### src/rtl/led_pattern_sequencer.sv
// LED pattern sequencer: prescaled stepping of a pattern register with four
// step modes (rotate right, rotate left, bounce, Johnson fill).
// Ports: clk, rst (async, active-high), enable (run/freeze),
//   cmd_valid/cmd_ready handshake carrying cmd_mode, cmd_period, cmd_seed,
//   pattern (registered LED drive), step_cnt (steps since load, wraps),
//   tick (one-cycle pulse in the first cycle a stepped pattern appears).
module led_pattern_sequencer #(
    parameter int WIDTH  = 32,
    parameter int NCOUNT = 25,
    parameter int CNT_W  = 8
) (
    input  logic              clk,
    input  logic              rst,
    input  logic              enable,
    input  logic              cmd_valid,
    output logic              cmd_ready,
    input  logic [1:0]        cmd_mode,
    input  logic [NCOUNT-1:0] cmd_period,
    input  logic [WIDTH-1:0]  cmd_seed,
    output logic [WIDTH-1:0]  pattern,
    output logic [CNT_W-1:0]  step_cnt,
    output logic              tick
);

    localparam int BW = (WIDTH > 2) ? $clog2(WIDTH) : 1;

    localparam logic [1:0] M_ROT_R  = 2'd0;
    localparam logic [1:0] M_ROT_L  = 2'd1;
    localparam logic [1:0] M_BOUNCE = 2'd2;
    localparam logic [1:0] M_FILL   = 2'd3;

    typedef enum logic {RUN, LOAD} state_t;

    state_t state, state_nx;

    logic [1:0]        mode, h_mode;
    logic [NCOUNT-1:0] period, presc, h_period;
    logic [WIDTH-1:0]  h_seed, step_pat;
    logic              dir;  // 0 = left, 1 = right
    logic [BW-1:0]     bcnt;
    logic              accept;
    logic              do_step;
    logic [WIDTH-1:0]  rot_r, rot_l;

    // FSM next-state and handshake
    always_comb begin
        state_nx  = state;
        cmd_ready = 1'b0;
        accept    = 1'b0;
        case (state)
            RUN: begin
                cmd_ready = 1'b1;
                accept    = cmd_valid;
                if (cmd_valid)
                    state_nx = LOAD;
            end
            LOAD: state_nx = RUN;
            default: state_nx = RUN;
        endcase
    end

    // A step needs RUN, enable, an expired prescaler and no accept this edge;
    // an accept coinciding with expiry drops the step.
    assign do_step = (state == RUN) && enable && !accept
                     && (presc == '0);

    assign rot_r = {pattern[0], pattern[WIDTH-1:1]};
    assign rot_l = {pattern[WIDTH-2:0], pattern[WIDTH-1]};

    always_comb begin
        step_pat = rot_r;
        case (mode)
            M_ROT_R:  step_pat = rot_r;
            M_ROT_L:  step_pat = rot_l;
            M_BOUNCE: step_pat = dir ? rot_r : rot_l;
            M_FILL:   step_pat = {~pattern[0], pattern[WIDTH-1:1]};
            default:  step_pat = rot_r;
        endcase
    end

    always_ff @(posedge clk or posedge rst) begin
        if (rst)
            state <= RUN;
        else
            state <= state_nx;
    end

    always_ff @(posedge clk or posedge rst) begin
        if (rst) begin
            pattern  <= {{(WIDTH-1){1'b1}}, 1'b0};
            step_cnt <= '0;
            tick     <= 1'b0;
            mode     <= M_ROT_R;
            period   <= '1;
            presc    <= '1;
            dir      <= 1'b0;
            bcnt     <= '0;
            h_mode   <= M_ROT_R;
            h_period <= '0;
            h_seed   <= '0;
        end else begin
            tick <= 1'b0;
            if (state == LOAD) begin
                pattern  <= h_seed;
                mode     <= h_mode;
                period   <= h_period;
                presc    <= h_period;
                step_cnt <= '0;
                dir      <= 1'b0;
                bcnt     <= '0;
            end else if (accept) begin
                h_mode   <= cmd_mode;
                h_period <= cmd_period;
                h_seed   <= cmd_seed;
            end else if (enable) begin
                if (do_step) begin
                    presc    <= period;
                    pattern  <= step_pat;
                    step_cnt <= step_cnt + CNT_W'(1);
                    tick     <= 1'b1;
                    if (mode == M_BOUNCE) begin
                        // WIDTH-1 steps per direction, then turn around
                        if (bcnt == BW'(WIDTH - 2)) begin
                            dir  <= ~dir;
                            bcnt <= '0;
                        end else begin
                            bcnt <= bcnt + BW'(1);
                        end
                    end
                end else begin
                    presc <= presc - NCOUNT'(1);
                end
            end
        end
    end

endmodule

### config.mk
export PLATFORM = sky130hd
export DESIGN_NAME = led_pattern_sequencer
export DESIGN_NICKNAME = d
export VERILOG_FILES = /design/src/rtl/led_pattern_sequencer.sv
export SDC_FILE = /design/constraint.sdc
export NUM_CORES = 1
export LEC_CHECK = 0
export ABC_AREA = 1
export BUFFER_PORTS_ARGS = -buffer_cell sky130_fd_sc_hd__buf_2
export CAP_MARGIN = 15
export CORE_MARGIN = 2
export CORE_UTILIZATION = 40
export DETAILED_ROUTE_END_ITERATION = 10
export GPL_ROUTABILITY_DRIVEN = 1
export HOLD_SLACK_MARGIN = 0.05
export PLACE_DENSITY_LB_ADDON = 0.08
export SLEW_MARGIN = 20
export SYNTH_ARGS = -nofsm -noshare
export SYNTH_HDL_FRONTEND = slang
export SYNTH_SLANG_ARGS = --single-unit
### constraint.sdc
create_clock -name clk -period 5.1 [get_ports clk]
set_input_delay 0.255 -clock clk [delete_from_list [all_inputs] [get_ports clk]]
set_output_delay 0.255 -clock clk [all_outputs]
set_load 0.005 [all_outputs]
# == Word-level counts from Yosys, hierarchy flattened ==
# Index checks and enable logic that the tools add are counted.
# Widths: inputs -> output; s select.
# op_classes
n_eq_ne,5
bitwise,3
order_cmp,0
shifts,0
addsub,3
muxes,34
n_mul,0
reduce_logical,15
div,0
# ops
cell,n
$mux 32,5
$pmux 32 s4,1
$mux 25,4
$mux 8,4
$mux 5,6
$logic_not 25->1,1
$sub 25x1->25 const B,1
$mux 1,13
$add 8x1->8 const B,1
$reduce_bool 2->1,4
$add 5x1->5 const B,1
$eq 5x5->1 const B,1
$reduce_and 5->1,1
$eq 2x2->1 const B,2
$reduce_and 2->1,2
$reduce_and 4->1,1
$logic_and 1x1->1,3
$not 1->1,3
$reduce_and 3->1,1
$eq 2x1->1 const B,1
$logic_not 2->1,1
$ne 2x2->1 const B,1
$pmux 1 s2,1
$logic_not 1->1,1
# word_totals
register_bits,159
word_cells,72
in_bits,63
mem_count,0
latch_bits,0
ramBits,0
romBits,0

# == Longest topological paths before layout ==
# depth
ltp_word,8
ltp_mapped,12

# == Worst setup path before layout ==
# Ideal clock, no wire load.
# synth_timing
path_type,register to register
from,reg presc[0]
to,reg step_cnt[6]
path_stages_with_launch,11
t_required_ps,5005
t_arrival_ps,1520
slack_ps,3485
synth_period_minus_slack_ps,1615
path_cell_list,dfstp_2 -> inv_1 -> ha_1 -> inv_1 -> nor2_1 -> nand3_2 -> nor2_4 -> nor2_2 -> clkbuf_1 -> nand2_1 -> o31ai_1
# synth_via
elab_chain_cells,4
# synth_rtl
element,line,source
from (decl),37,"logic [NCOUNT-1:0] period, presc, h_period;"
from (signal assigned),107,presc <= h_period;
from (signal assigned),117,presc <= period;
from (signal assigned),131,presc <= presc - NCOUNT'(1);
$logic_not 25->1,65,&& (presc == '0);
$logic_and 1x1->1,65,
$reduce_bool 2->1 (no line),--,
$reduce_and 3->1 (no line),--,
to (signal assigned),119,step_cnt <= step_cnt + CNT_W'(1);
to (decl),21,"output logic [CNT_W-1:0] step_cnt,"
# No other way between the ends.
# A chain may end at the register's enable or synchronous reset.

# == Worst setup path in the final report ==
# layout_timing
from,reg state
to,reg pattern[11]
# layout_via
elab_chain_cells,6
elab_cells_between_ends,11
cone_classes,eq/ne: 1; mux: 2; bitwise: 1; reduce/logical: 7
# layout_rtl
element,line,source
from (decl),34,"state_t state, state_nx;"
from (signal assigned),85,state <= state_nx;
$mux 1 or $not 1->1 (tied branches),--,
$logic_not 1->1 or $logic_and 1x1->1 (tied branches),64,assign do_step = (state == RUN) && enable && !accept
$logic_and 1x1->1,64,
$logic_and 1x1->1,65,
$reduce_bool 2->1 (no line),--,
$reduce_and 3->1 (no line),--,
to (signal assigned),90,"pattern <= {{(WIDTH-1){1'b1}}, 1'b0};"
to (signal assigned),104,pattern <= h_seed;
to (signal assigned),118,pattern <= step_pat;
to (decl),20,"output logic [WIDTH-1:0] pattern,"
# Parallel ways exist; a longest one is shown, timed or not.

==> qor.yml <==
synth_edf_count: 0
post_drt_via_cell_ratio: 4.734
synth_top_area_share: 0.2645
crit_arrival_ns: 2.96
rsz0062_at_grt: "no"
clkSinkCount: 159
routabilityCongestion: 0.8304
synth.area.top_cells: "dfstp_2, dfrtp_1, nand2_1, o21ai_0, inv_1"
row_count: 51
synth.largest_area_cell: "dfstp_2"
synthDistinctLibCells: 39
met2_usage: 0.2675
setup_viol_count_final: 0
async_flop_share: 1.000
grt.met3_usage: 0.03072
dieHeight_microns: 145.8
synth_seq_cells: 159
synth_most_common_cell: "nand2_1"
met1_usage: 0.2974
root_buffer: "clkbuf_16"
post_route_cells_drive_above_1_share: 0.2200
cts_buffers: 17
grt-busiest-layer: "met1"
core-area_sq_mm: 0.01959
tritoncts: "built"
synth-main-ff-cell: "dfstp_2"
globalRoute.totalOverflow: 0
critPathMaxStageDelay_ns: 0.55
worst_pin_slew_ns: 0.8665
synth_cells: 1023
status: "completed"
cts-resized-gates: 0
path_clk_slew_ns: 0.07
ir_drop_mv: 0.2386
synth_common_cells: "nand2_1, o21ai_0, dfstp_2"
htreeDepth: 4
drtIter0Drc: 382
period_minus_slack_ns: 2.610
timing.setup.tns_ns: 0
initial_utilization: 0.4107
drtPass1Iterations: 5
final_antenna_net_count: 0
antenna_found_initial: 0
clk_latency_ns: 0.43
required_ns: 5.45
route.detailed.drc: 0
crit_slowest_cell: "nor2_4"
area_growth_pct: 22.10
post-route-period-util: 0.5117
ys_warn_count: 0
crit_path_start_kind: "flop"
die-area_sq_mm: 0.02126
ys_seq_area_frac: 0.5072
max_freq_ghz: 0.3832
fin_skew_ns: 0.01357
cp-end-kind: "flop"
ioPinCount: 105
path_cells: "inv_8 -> nand2_2 -> nor2_1 -> nand3_2 -> nor2_4 -> nor2_2 -> buf_4 -> o21ai_0"
dp_hpwl_mm: 12.70
cp_top_family: "simple AND/OR/NAND/NOR gates"
path_class: "flop to flop"
vias: 6784
syn-cell-area_sq_mm: 0.008045
cap_violations: 0
grt_pass1_wl_mm: 32.71
worst-path-buf-inv: 2
finalNetCount: 1223
cp_max_fo: 87
post_cts_buffers: 0
slew_violations: 0
timing.final.hold_violations: 0
grt_max_degree: 95
portBuffers: 104
clock_path_buffers: 2
wire_per_inst_microns: 13.95
die_w_microns: 145.8
final_util: 0.5014
min_path_type: "input pin to flop"
totalPowerFinal_mw: 4.085
leakage_nw: 4.780
fillerInstances: 1995
syn-num-nets: 1091
antenna_cells: 0
synth_area_per_cell_sq_um: 7.864
power_density_mw_per_mm2: 415.9
grt_util_all_layers: 0.1905
grt_pass1_vias: 6254
slew-limit-headroom: 0.4223
postRouteWirelength_mm: 19.99
-- registers in the layout, indices dropped and copies added (netlist names) --
name      count
presc        25
state         1
tick          1
dir           1
mode          2
period       25
h_mode        2
bcnt          5
h_seed       32
pattern      32
h_period     25
step_cnt      8
-- power by group --
part           switching [mW]  internal [mW]  total [mW]  leakage, nW
logic                   0.621          0.382        1.00         2.67
registers               0.196           1.61        1.80         1.83
clock network           0.555          0.723        1.28        0.279
total                    1.37           2.71        4.09         4.78
-- repair_timing --
action	4_1_cts	5_1_grt
hold endpoints to repair	56	0
hold buffers	55	0
endpoints found under the setup margin	0	0
-- cells by family (layout without fill, tap and decap cells) --
| group | after synthesis | count (layout) | synth area share |
|---|---|---|---|
| compound gates | 178 | 178 | 0.1272 |
| xor+xnor | 10 | 10 | 0.01089 |
| fa+ha+maj | 5 | 5 | 0.007776 |
| buf+inv | 130 | 275 | 0.07123 |
| flops | 159 | 159 | 0.5072 |
| simple gates | 541 | 541 | 0.2757 |
-- per-stage QoR --
step	hold slack (ns)	instances	setup WS, ns	area (sq um)
3_3_place_gp	0.4518	1346	2.441	8673
5_1_grt	0.09187	1433	2.142	9823
6_report	0.06664	1433	2.490	9823
4_1_cts	0.05743	1433	2.377	9814
3_5_place_dp	0.4532	1346	2.403	8673
2_1_floorplan	0.3716	1023	0.6875	8045
-- area by class of cell --
cell class / instances / area (sq um) / share of cell area
repair buffers: 164 / 1109 / 0.1129
clock buffers: 20 / 466.7 / 0.04751
inverters: 79 / 311.5 / 0.03172
clock inverters: 12 / 123.9 / 0.01261
flip-flops and latches: 159 / 4081 / 0.4155
multi-input cells: 734 / 3400 / 0.3461
well taps: 265 / 331.6 / 0.03375
-- worst min-delay path, cell delays in order --
cell and delay [ns]:
buf_2 0.09, nand2_1 0.04, o21ai_0 0.06
-- placed cells by master, fill, tap and decap left out, drive strengths merged, types with 2 or more instances in the layout --
cell	synthesis	layout
a21oi	35	35
buf	27	109
clkbuf	24	20
clkinv	2	4
clkinvlp	0	4
dfrtp	78	78
dfstp	81	81
dlygate4sd3	0	55
ha	5	5
inv	77	82
nand2	412	412
nand3	46	46
nand3b	2	2
nand4	10	10
nor2	69	69
o211ai	32	32
o21ai	103	103
o22ai	2	2
o31ai	3	3
xnor2	2	2
xor2	8	8
-- per-layer routing --
metal / routed length [microns] / vias to the layer above
met1: 10790 / 3100
met5: 0 / -
met4: 289 / 0
li1: - / 3546
met3: 664 / 19
met2: 8237 / 119
-- final timing paths --
kind	from	end	slack (ns)	depth (start not counted)
hold / removal	cmd_seed[29]	h_seed[29]$_DFFE_PP0P_	0.07	3
max in group asynchronous	rst	pattern[27]$_DFFE_PP1P_	3.51	4
hold reg to reg	h_seed[11]$_DFFE_PP0P_	h_seed[11]$_DFFE_PP0P_	0.47	2
setup reg to reg	state$_DFF_PP0_	pattern[11]$_DFFE_PP1P_	2.49	8
setup / recovery	state$_DFF_PP0_	pattern[11]$_DFFE_PP1P_	2.49	8
min in group asynchronous	rst	step_cnt[2]$_DFFE_PP0P_	0.56	3
(Power assumes the default switching activity.)
